`src/rtl/mips_datapath_alu_muldiv_pkg.sv`:
```
// Shared types for the MIPS multiply/divide unit:
// op encodings, FSM states and a width helper.
package mips_datapath_alu_muldiv_pkg;

  localparam int OP_W = 3;

  typedef enum logic [OP_W-1:0] {
    OP_NOP  = 3'd0,
    OP_MULS = 3'd1,
    OP_MULU = 3'd2,
    OP_DIVS = 3'd3,
    OP_DIVU = 3'd4,
    OP_MTHI = 3'd5,
    OP_MTLO = 3'd6,
    OP_RSVD = 3'd7
  } op_e;

  typedef enum logic [1:0] {
    ST_IDLE = 2'd0,
    ST_MUL  = 2'd1,
    ST_DIV  = 2'd2,
    ST_FIX  = 2'd3
  } state_e;

  // ceil(log2(n)); counters add one bit so they can hold n itself
  function automatic int clog2w(input int n);
    int r;
    r = 0;
    for (int i = 0; i < 31; i++) begin
      if ((1 << i) < n) r = i + 1;
    end
    return r;
  endfunction

endpackage

```
`src/rtl/mips_datapath_alu_divider_iter.sv`:
```
// Unsigned restoring radix-2 divider, one quotient bit per cycle.
// The first step is taken on the load edge, so DATA_W edges finish it.
module mips_datapath_alu_divider_iter
  import mips_datapath_alu_muldiv_pkg::*;
#(
  parameter int DATA_W = 32
) (
  input  logic              clk,
  input  logic              rst,
  input  logic              i_load,
  input  logic              i_abort,
  input  logic [DATA_W-1:0] i_dividend,
  input  logic [DATA_W-1:0] i_divisor,
  output logic              o_last,
  output logic              o_done,
  output logic [DATA_W-1:0] o_quo,
  output logic [DATA_W-1:0] o_rem
);

  localparam int CW = clog2w(DATA_W) + 1;
  localparam logic [CW-1:0] LAST = CW'(DATA_W - 1);

  logic [DATA_W-1:0] r_rem;
  logic [DATA_W-1:0] r_quo;
  logic [DATA_W-1:0] r_dvs;
  logic [CW-1:0]     r_cnt;
  logic              r_run;
  logic              r_done;

  logic [DATA_W-1:0] w_rem_in;
  logic [DATA_W-1:0] w_quo_in;
  logic [DATA_W-1:0] w_dvs_in;
  logic [DATA_W:0]   w_sh;
  logic [DATA_W-1:0] w_diff;
  logic              w_ge;
  logic [DATA_W-1:0] w_rem_nx;
  logic [DATA_W-1:0] w_quo_nx;

  // One shift-subtract step, fed from fresh operands on load
  always_comb begin
    w_rem_in = i_load ? '0 : r_rem;
    w_quo_in = i_load ? i_dividend : r_quo;
    w_dvs_in = i_load ? i_divisor : r_dvs;
    w_sh     = {w_rem_in, w_quo_in[DATA_W-1]};
    w_ge     = (w_sh >= {1'b0, w_dvs_in});
    w_diff   = w_sh[DATA_W-1:0] - w_dvs_in;
    w_rem_nx = w_ge ? w_diff : w_sh[DATA_W-1:0];
    w_quo_nx = {w_quo_in[DATA_W-2:0], w_ge};
  end

  // Iteration registers, step counter and completion flag
  always_ff @(posedge clk or posedge rst) begin
    if (rst) begin
      r_rem  <= '0;
      r_quo  <= '0;
      r_dvs  <= '0;
      r_cnt  <= '0;
      r_run  <= 1'b0;
      r_done <= 1'b0;
    end else begin
      r_done <= 1'b0;
      if (i_abort) begin
        r_run <= 1'b0;
        r_cnt <= '0;
      end else if (i_load) begin
        r_rem <= w_rem_nx;
        r_quo <= w_quo_nx;
        r_dvs <= w_dvs_in;
        r_cnt <= CW'(1);
        r_run <= 1'b1;
      end else if (r_run) begin
        r_rem <= w_rem_nx;
        r_quo <= w_quo_nx;
        r_cnt <= r_cnt + CW'(1);
        if (r_cnt == LAST) begin
          r_run  <= 1'b0;
          r_done <= 1'b1;
        end
      end
    end
  end

  assign o_last = r_run && (r_cnt == LAST);
  assign o_done = r_done;
  assign o_quo  = r_quo;
  assign o_rem  = r_rem;

endmodule

```
`src/rtl/mips_datapath_alu_muldiv.sv`:
```
// MIPS multiply/divide unit owning HI/LO: pipelined multiply,
// iterative signed/unsigned divide, MTHI/MTLO and flush.
module mips_datapath_alu_muldiv
  import mips_datapath_alu_muldiv_pkg::*;
#(
  parameter int DATA_W     = 32,
  parameter int MUL_CYCLES = 2
) (
  input  logic              clk,
  input  logic              rst,
  input  logic              start,
  input  logic [OP_W-1:0]   op,
  input  logic [DATA_W-1:0] data1,
  input  logic [DATA_W-1:0] data2,
  input  logic              flush,
  output logic              busy,
  output logic              done,
  output logic [DATA_W-1:0] hi,
  output logic [DATA_W-1:0] lo
);

  localparam int MCW = $clog2(MUL_CYCLES + 1);
  localparam logic [MCW-1:0] MUL_LAST =
    MCW'((MUL_CYCLES >= 2) ? (MUL_CYCLES - 2) : 0);
  localparam logic [DATA_W-1:0] MOST_NEG =
    {1'b1, {(DATA_W-1){1'b0}}};

  state_e r_state;
  state_e w_next;

  logic [DATA_W-1:0]   r_hi;
  logic [DATA_W-1:0]   r_lo;
  logic                r_done;
  logic [2*DATA_W-1:0] r_prod;
  logic [MCW-1:0]      r_mcnt;
  logic                r_special;
  logic [DATA_W-1:0]   r_sp_hi;
  logic [DATA_W-1:0]   r_sp_lo;
  logic                r_neg_q;
  logic                r_neg_r;

  op_e                 w_op;
  logic                w_accept;
  logic                w_sdiv;
  logic [DATA_W-1:0]   w_mag1;
  logic [DATA_W-1:0]   w_mag2;
  logic                w_dz;
  logic                w_ovf;
  logic [2*DATA_W-1:0] w_ma;
  logic [2*DATA_W-1:0] w_mb;
  logic [2*DATA_W-1:0] w_prod;

  logic                w_div_load;
  logic                w_div_abort;
  logic                w_div_start;
  logic                w_mul_start;
  logic                w_mul_now;
  logic                w_mul_commit;
  logic                w_fix_commit;
  logic                w_mthi;
  logic                w_mtlo;

  logic                w_div_last;
  logic                w_div_done;
  logic [DATA_W-1:0]   w_div_quo;
  logic [DATA_W-1:0]   w_div_rem;
  logic [DATA_W-1:0]   w_q_fix;
  logic [DATA_W-1:0]   w_r_fix;

  // Operand decode: signs, magnitudes, special divides, product
  always_comb begin
    w_op     = op_e'(op);
    w_accept = start && !flush && (r_state == ST_IDLE);
    w_sdiv   = (w_op == OP_DIVS);
    w_mag1   = (w_sdiv && data1[DATA_W-1]) ? -data1 : data1;
    w_mag2   = (w_sdiv && data2[DATA_W-1]) ? -data2 : data2;
    w_dz     = (data2 == '0);
    w_ovf    = w_sdiv && (data1 == MOST_NEG) && (&data2);
    if (w_op == OP_MULS) begin
      w_ma = {{DATA_W{data1[DATA_W-1]}}, data1};
      w_mb = {{DATA_W{data2[DATA_W-1]}}, data2};
    end else begin
      w_ma = {{DATA_W{1'b0}}, data1};
      w_mb = {{DATA_W{1'b0}}, data2};
    end
    w_prod  = w_ma * w_mb;
    w_q_fix = r_neg_q ? -w_div_quo : w_div_quo;
    w_r_fix = r_neg_r ? -w_div_rem : w_div_rem;
  end

  // Next-state and commit strobes
  always_comb begin
    w_next       = r_state;
    w_div_load   = 1'b0;
    w_div_abort  = 1'b0;
    w_div_start  = 1'b0;
    w_mul_start  = 1'b0;
    w_mul_now    = 1'b0;
    w_mul_commit = 1'b0;
    w_fix_commit = 1'b0;
    w_mthi       = 1'b0;
    w_mtlo       = 1'b0;
    unique case (r_state)
      ST_IDLE: begin
        if (w_accept) begin
          unique case (w_op)
            OP_MULS, OP_MULU: begin
              w_mul_start = 1'b1;
              if (MUL_CYCLES == 1) w_mul_now = 1'b1;
              else w_next = ST_MUL;
            end
            OP_DIVS, OP_DIVU: begin
              w_div_start = 1'b1;
              if (w_dz || w_ovf) begin
                w_next = ST_FIX;
              end else begin
                w_next     = ST_DIV;
                w_div_load = 1'b1;
              end
            end
            OP_MTHI: w_mthi = 1'b1;
            OP_MTLO: w_mtlo = 1'b1;
            OP_NOP, OP_RSVD: ;
            default: ;
          endcase
        end
      end
      ST_MUL: begin
        if (r_mcnt == MUL_LAST) begin
          w_mul_commit = 1'b1;
          w_next       = ST_IDLE;
        end else if (flush) begin
          w_next = ST_IDLE;
        end
      end
      ST_DIV: begin
        if (flush) begin
          w_div_abort = 1'b1;
          w_next      = ST_IDLE;
        end else if (w_div_last) begin
          w_next = ST_FIX;
        end
      end
      ST_FIX: begin
        w_fix_commit = r_special || w_div_done;
        w_next       = ST_IDLE;
      end
      default: w_next = ST_IDLE;
    endcase
  end

  // FSM state register
  always_ff @(posedge clk or posedge rst) begin
    if (rst) r_state <= ST_IDLE;
    else     r_state <= w_next;
  end

  // Operand latch, multiply hold, special results and HI/LO
  always_ff @(posedge clk or posedge rst) begin
    if (rst) begin
      r_hi      <= '0;
      r_lo      <= '0;
      r_done    <= 1'b0;
      r_prod    <= '0;
      r_mcnt    <= '0;
      r_special <= 1'b0;
      r_sp_hi   <= '0;
      r_sp_lo   <= '0;
      r_neg_q   <= 1'b0;
      r_neg_r   <= 1'b0;
    end else begin
      r_done <= w_mul_now || w_mul_commit || w_fix_commit;
      if (w_mul_start) begin
        r_prod <= w_prod;
        r_mcnt <= '0;
      end else if (r_state == ST_MUL) begin
        r_mcnt <= r_mcnt + MCW'(1);
      end
      if (w_div_start) begin
        r_special <= w_dz || w_ovf;
        r_sp_hi   <= w_dz ? data1 : '0;
        r_sp_lo   <= w_dz ? '1 : MOST_NEG;
        r_neg_q   <= w_sdiv && (data1[DATA_W-1] ^ data2[DATA_W-1]);
        r_neg_r   <= w_sdiv && data1[DATA_W-1];
      end
      if (w_mthi) r_hi <= data1;
      if (w_mtlo) r_lo <= data1;
      if (w_mul_now) begin
        r_hi <= w_prod[2*DATA_W-1:DATA_W];
        r_lo <= w_prod[DATA_W-1:0];
      end
      if (w_mul_commit) begin
        r_hi <= r_prod[2*DATA_W-1:DATA_W];
        r_lo <= r_prod[DATA_W-1:0];
      end
      if (w_fix_commit) begin
        r_hi <= r_special ? r_sp_hi : w_r_fix;
        r_lo <= r_special ? r_sp_lo : w_q_fix;
      end
    end
  end

  mips_datapath_alu_divider_iter #(
    .DATA_W(DATA_W)
  ) u_div (
    .clk       (clk),
    .rst       (rst),
    .i_load    (w_div_load),
    .i_abort   (w_div_abort),
    .i_dividend(w_mag1),
    .i_divisor (w_mag2),
    .o_last    (w_div_last),
    .o_done    (w_div_done),
    .o_quo     (w_div_quo),
    .o_rem     (w_div_rem)
  );

  assign busy = (r_state != ST_IDLE);
  assign done = r_done;
  assign hi   = r_hi;
  assign lo   = r_lo;

endmodule

```
`config.mk`:
```
export PLATFORM = sky130hd
export DESIGN_NAME = mips_datapath_alu_muldiv
export DESIGN_NICKNAME = d
export VERILOG_FILES = /design/src/rtl/mips_datapath_alu_muldiv_pkg.sv /design/src/rtl/mips_datapath_alu_divider_iter.sv /design/src/rtl/mips_datapath_alu_muldiv.sv
export SDC_FILE = /design/constraint.sdc
export NUM_CORES = 2
export LEC_CHECK = 0
export CAP_MARGIN = 40
export CORE_MARGIN = 3
export CORE_UTILIZATION = 25
export CTS_BUF_LIST = sky130_fd_sc_hd__clkbuf_16
export CTS_CLUSTER_SIZE = 24
export DETAILED_ROUTE_END_ITERATION = 8
export PLACE_DENSITY = 0.35
export SETUP_SLACK_MARGIN = 0.5
export SYNTH_ARGS = -nofsm -noshare
export SYNTH_HDL_FRONTEND = slang
export SYNTH_SLANG_ARGS = --single-unit
```
`constraint.sdc`:
```
create_clock -name clk -period 15.25 [get_ports clk]
set_clock_uncertainty 0.2 [all_clocks]
set_input_delay 3.05 -clock clk [delete_from_list [all_inputs] [get_ports clk]]
set_output_delay 3.05 -clock clk [all_outputs]
set_load 0.01 [all_outputs]
```
## After elaboration in Yosys (flattened, before gate mapping)

Cells that the tools add are included.

| operators by class | value |
|---|---|
| multiply operators | 1 |
| equality and inequality tests | 15 |
| $lt $le $gt $ge | 1 |
| shift-type cells | 0 |
| multiplexer cells | 66 |
| add/sub/neg operators | 7 |
| reduce and logical (&&, ||, !) cells | 27 |
| divide/modulo/power cells | 0 |
| bitwise gates (word level) | 2 |

Operators by type and width:

| operator | number |
|---|---|
| two-way mux 32 bit | 21 |
| two-way mux 64 bit | 2 |
| negator 32 bit | 4 |
| multiplier 64 x 64 -> 64 bit | 1 |
| greater-or-equal comparator 33 x 32 -> 1 bit | 1 |
| == test 32 bit, second input constant | 1 |
| logical NOT 32 bit | 1 |
| AND reduction 32 bit | 1 |
| subtractor 32 bit | 1 |
| two-way mux 31 bit | 1 |
| two-way mux 1 bit | 30 |
| two-way mux 6 bit | 3 |
| two-way mux 2 bit | 7 |
| == test 3 bit, second input constant | 3 |
| nonzero test 3 bit | 3 |
| logical AND 1 bit | 8 |
| case mux 2 bit (4 select lines) | 1 |
| adder 6 x 1 -> 6 bit, second input constant | 1 |
| == test 3 x 2 -> 1 bit, second input constant | 2 |
| == test 6 x 5 -> 1 bit, second input constant | 1 |
| nonzero test 2 bit | 3 |
| == test 2 bit, second input constant | 2 |
| logical NOT 2 bit | 2 |
| case mux 2 bit (2 select lines) | 1 |
| 14 further kinds | 18 |

| storage, ports and cells | value |
|---|---|
| bits of input ports | 71 |
| memories kept | 0 |
| output and inout port bits | 66 |
| word-level logic and storage cells | 136 |
| flip-flop bits (word level) | 304 |
| memory bits (writable) | 0 |
| bits in read-only memories | 0 |
| latch bits | 0 |

## Logic depth before layout (Yosys ltp)

| depth | value |
|---|---|
| depth after elaboration | 13 |
| depth in mapped cells | 38 |
| depth with buffers taken out | 34 |

## By module

From an unflattened synthesis, not the netlist that was laid out.

| second synthesis, totals | value |
|---|---|
| cells, all modules | 7166 |
| area, all modules | 64480.6 um^2 |

Modules (own cells, without submodules):

| module | area an instance (um^2) | instances | seq. area each (um^2) | cells each |
|---|---|---|---|---|
| mips_datapath_alu_muldiv | 57660.3 | 1 | 4254.1 | 6452 |
| mips_datapath_alu_divider_iter | 6820.3 | 1 | 2602.5 | 714 |

## Least setup slack after synthesis

Ideal clock, no wire load.

| timing | value |
|---|---|
| path kind | input-to-reg |
| from | in op[0] |
| to | reg r_prod[62] |
| arrival time | 12.072 ns |
| buffers on the path | 3 |
| required time | 14.916 ns |
| library setup time | 0.134 ns |
| slack | 2.844 ns |
| stages on the path | 32 |
| path through | clkbuf_1 > nor3b_1 > and2_1 > clkbuf_1 > clkbuf_1 > nand2_1 > fa_1 > inv_1 > fa_1 > fa_1 > inv_1 > fa_1 > inv_1 > fa_1 > fa_1 > fa_1 > fa_1 > fa_1 > inv_1 > fa_1 > inv_1 > ha_1 > a21o_1 > a21o_1 > a21oi_1 > o31ai_1 > a41oi_1 > o31ai_1 > a21o_1 > a41oi_1 > xor2_1 > o21ai_0 |

| between the ends | value |
|---|---|
| word-level cells in the longest chain between the ends | 5 |
| elaborated cells between the ends (all ways) | 9 |
| classes of those cells | mul: 1; eq/ne: 2; mux: 5; reduce/logical: 1 |

RTL lines:

| item | line | source |
|---|---|---|
| start: declaration | mips_datapath_alu_muldiv.sv:12 | `input logic [OP_W-1:0] op,` |
| branches (longest 5 deep; another with multiplier 64 x 64 -> 64 bit) | - |  |
| end signal: assignment | mips_datapath_alu_muldiv.sv:174 | `r_prod <= w_prod;` |
| end: declaration | mips_datapath_alu_muldiv.sv:34 | `logic [2*DATA_W-1:0] r_prod;` |

Several ways; the timed one is not identified.
A chain may end at the register's enable or synchronous reset.

## Worst setup path in the final report

Ends and elaborated chain as after synthesis.

==> summary.md <==
| Metric | Value |
|---|---|
| Largest net degree at the start of global routing | `102` |
| RR Startpoint | `r_state[1]` |
| Finished Core Util | `27.64%` |
| Clk buf depth | `3` |
| Synth area leader | `fa_1` |
| Detailed Route WL | `257300 µm` |
| Worst Tran Pin Value | `0.9878 ns` |
| CTS sink count | `274` |
| Synthesized net count | `9055` |
| CTS tree | `done` |
| Std-Cell Rows | `185` |
| Number of global-route vias before repair | `53300` |
| Die W | `512.9 µm` |
| Initial DRT Pass Iterations | `7` |
| Skew-Pair Late Insertion Delay | `0.58 ns` |
| Count of buffers from port buffering | `136` |
| Via Count | `47510` |
| I/O pin total | `137` |
| Post-synthesis sequential area ratio | `10.67%` |
| FILL cells | `27450` |
| Initial core utilization | `25.21%` |
| Postcts setup bufs | `0` |
| Post-synth cell types | `75` |
| Setup crit start kind | `primary input` |
| Setup Crit Path Kind | `in2reg` |
| Gr usage total | `19.76%` |
| Avg Cell Area, Syn | `8.905 µm²` |
| Synth Flop Type | `dfrtp_1` |
| Final hold slack | `0.2628 ns` |
| RSZ-0062 raised after global routing | `false` |
| Gr ovfl total | `0` |
| Reg-to-Reg End | `u_div.o_rem[29]` |
| Pre-CTS setup slack | `1.257 ns` |
| CTS Root Cell | `clkbuf_16` |
| First-pass GRT wire length | `381400 µm` |
| PnR worst setup slack | `1.878 ns` |
| Core Box Area | `254900 µm²` |
| Via/cell ratio | `4.518` |
| Fin. max-slew vios | `0` |
| Htree depth | `2` |
| Die area | `263100 µm²` |
| Final Cycle Share | `87.69%` |
| Crit-path max cell delay | `0.66 ns` |
| Setup TNS | `0 ns` |
| Fin crit period | `13.37 ns` |
| Setup crit end kind | `flip-flop` |
| FFs w/ async S/R, synth | `100.0%` |
| Final-stage net count | `8952` |
| Yosys reg bits | `274` |
| Max-cap violations | `0` |
| Crit path top cell by count | `fa_1` |
| Synthesis-to-finish area growth | `9.653%` |
| CTS resizes | `0` |
| Crit Path Max Fanout | `30` |
| Min-delay worst type | `reg2reg` |
| Req. time, crit path | `15.51 ns` |
| Avg WL per Cell | `24.47 µm` |
| Max frequency | `74.78 MHz` |
| Antenna violations before repair | `33` |
| Die H | `512.9 µm` |
| Initial DRC count | `2840` |
| Final Hold Viols | `0` |
| Hold_buf cts | `0` |
| Worst EP arrival | `13.63 ns` |
| Post-DRT Antenna Nets | `0` |
| Status | `completed` |
| Num CTS Buffers | `36` |
| HPWL Detailed | `217400 µm` |
| Flop-to-flop setup slack | `8.15 ns` |
| R2r worst-path depth | `19` |
| Synth warn | `0` |
| Clk slew on worst S/H paths | `0.06 ns` |
| Synth cell count leaders | `inv_1 (1542), fa_1 (1413), nand2_1 (1160)` |
| Share of cells above drive strength 1 | `4.203%` |
| Start point of the worst hold path | `lo[20]` |
| Crit path max-delay cell type | `clkdlybuf4s50_1` |
| Gpl congestion | `0.8525` |
| Post-synth EDFFs | `0` |
| Top-area cell type share of the netlist area | `44.03%` |
| Top cells by area, synth | `fa_1 (44%), dfrtp_1 (11%), inv_1 (9.0%)` |
| Count leader, synth | `inv_1` |
| Slew HR | `32.45%` |
| Remaining DRCs | `0` |
| Synthesized area | `64240 µm²` |
| Setup-failing EPs final | `0` |
| Hold depth | `2` |
| Post-synthesis cell count | `7214` |
| Worst hold path endpoint | `lo[20]` |
==> final cells by class <==
cell class / count / area (µm²) / area share [%]
Timing Repair Buffer: 283 / 2332 / 3.311
Multi-Input combinational cell: 4973 / 50060 / 71.06
Clock inverter: 28 / 226.5 / 0.3215
Antenna cell: 12 / 30.03 / 0.04263
Clock buffer: 37 / 925.9 / 1.314
Inverter: 1543 / 5799 / 8.233
Sequential cell: 274 / 6858 / 9.736
Tap cell: 3366 / 4212 / 5.979
==> cells by family after synthesis <==
logic type / after synthesis / synth area share [%]
AND/OR/NAND/NOR: 2070 / 14.92
multiplexers: 40 / 0.6291
AO/OA/AOI/OAI: 822 / 7.499
adder cells (fa/ha/maj): 1771 / 51.00
buffers and inverters: 1967 / 11.57
flip-flops: 274 / 10.67
XOR/XNOR: 270 / 3.703
==> registers in the layout (all words and copies together) (netlist names) <==
signal,cells
done,1
r_neg_r,1
hi,32
u_div.r_run,1
u_div.r_cnt,6
u_div.o_rem,32
r_state,2
u_div.o_quo,32
r_sp_lo,2
r_neg_q,1
r_special,1
r_prod,64
r_sp_hi,32
lo,32
r_mcnt,2
u_div.o_done,1
u_div.r_dvs,32
==> stage by stage <==
stage	area, µm²	instances
finish	70440	10520
global placement	68960	10420
detailed placement	69260	10440
CTS	70410	10500
global route	70410	10510
floorplan	64240	7214
==> layer usage <==
| layer | vias to the layer above | part of all wire [%] | global-route usage, % | wire [µm] |
|---|---|---|---|---|
| met1 | 25130 | 45 | 26.73 | 115900 |
| met5 | - | 0 | 0 | 0 |
| li1 | 21360 | - | - | - |
| met3 | 170 | 3.8 | 1.698 | 9833 |
| met2 | 849 | 49 | 34.31 | 125100 |
| met4 | 0 | 2.5 | 4.244 | 6522 |
==> worst max-delay path by stage <==
stage | slack (ns) | cells past startpoint | from | to
finish | 1.88 | 32 | op[0] | r_prod[62]
detailed placement | 1.26 | 31 | op[0] | r_prod[62]
global placement | 1.25 | 32 | op[0] | r_prod[62]
floorplan | 2.84 | 32 | op[0] | r_prod[62]
CTS | 1.82 | 31 | op[0] | r_prod[62]
global route | 1.25 | 32 | op[0] | r_prod[58]
==> critical path: cells and delay by family <==
kind,cells,cell delay (ns)
adder cells (fa/ha/maj),11,4.77
AND/OR/NAND/NOR,6,1.95
AO/OA/AOI/OAI,6,1.87
XOR/XNOR,2,0.38
buffers and inverters,7,1.57
==> layout by cell type (no fill, tap or decap), types with 16 or more instances in the layout <==
cell / netlist / routed
inv_1: 1542 / 1552
fa_1: 1413 / 1413
nand2_1: 1160 / 1157
and2_1: 439 / 437
ha_1: 357 / 357
o21ai_0: 296 / 296
dfrtp_1: 274 / 273
a21oi_1: 273 / 272
nor2_1: 181 / 181
xnor2_1: 141 / 141
buf_4: 4 / 132
xor2_1: 128 / 128
clkdlybuf4s50_1: 0 / 72
buf_2: 17 / 66
a21o_1: 62 / 62
nand3_1: 57 / 56
nand4_1: 38 / 38
o31ai_1: 37 / 37
mux2i_1: 37 / 37
clkbuf_16: 0 / 37
and3_1: 35 / 35
nor3_1: 34 / 33
a31oi_1: 28 / 28
nand2b_1: 25 / 25
o21bai_1: 20 / 20
or3_1: 16 / 16
Power is left out: the tool's default activity adds up to more than one toggle a clock period on the data nets, which glitch-free logic cannot reach.
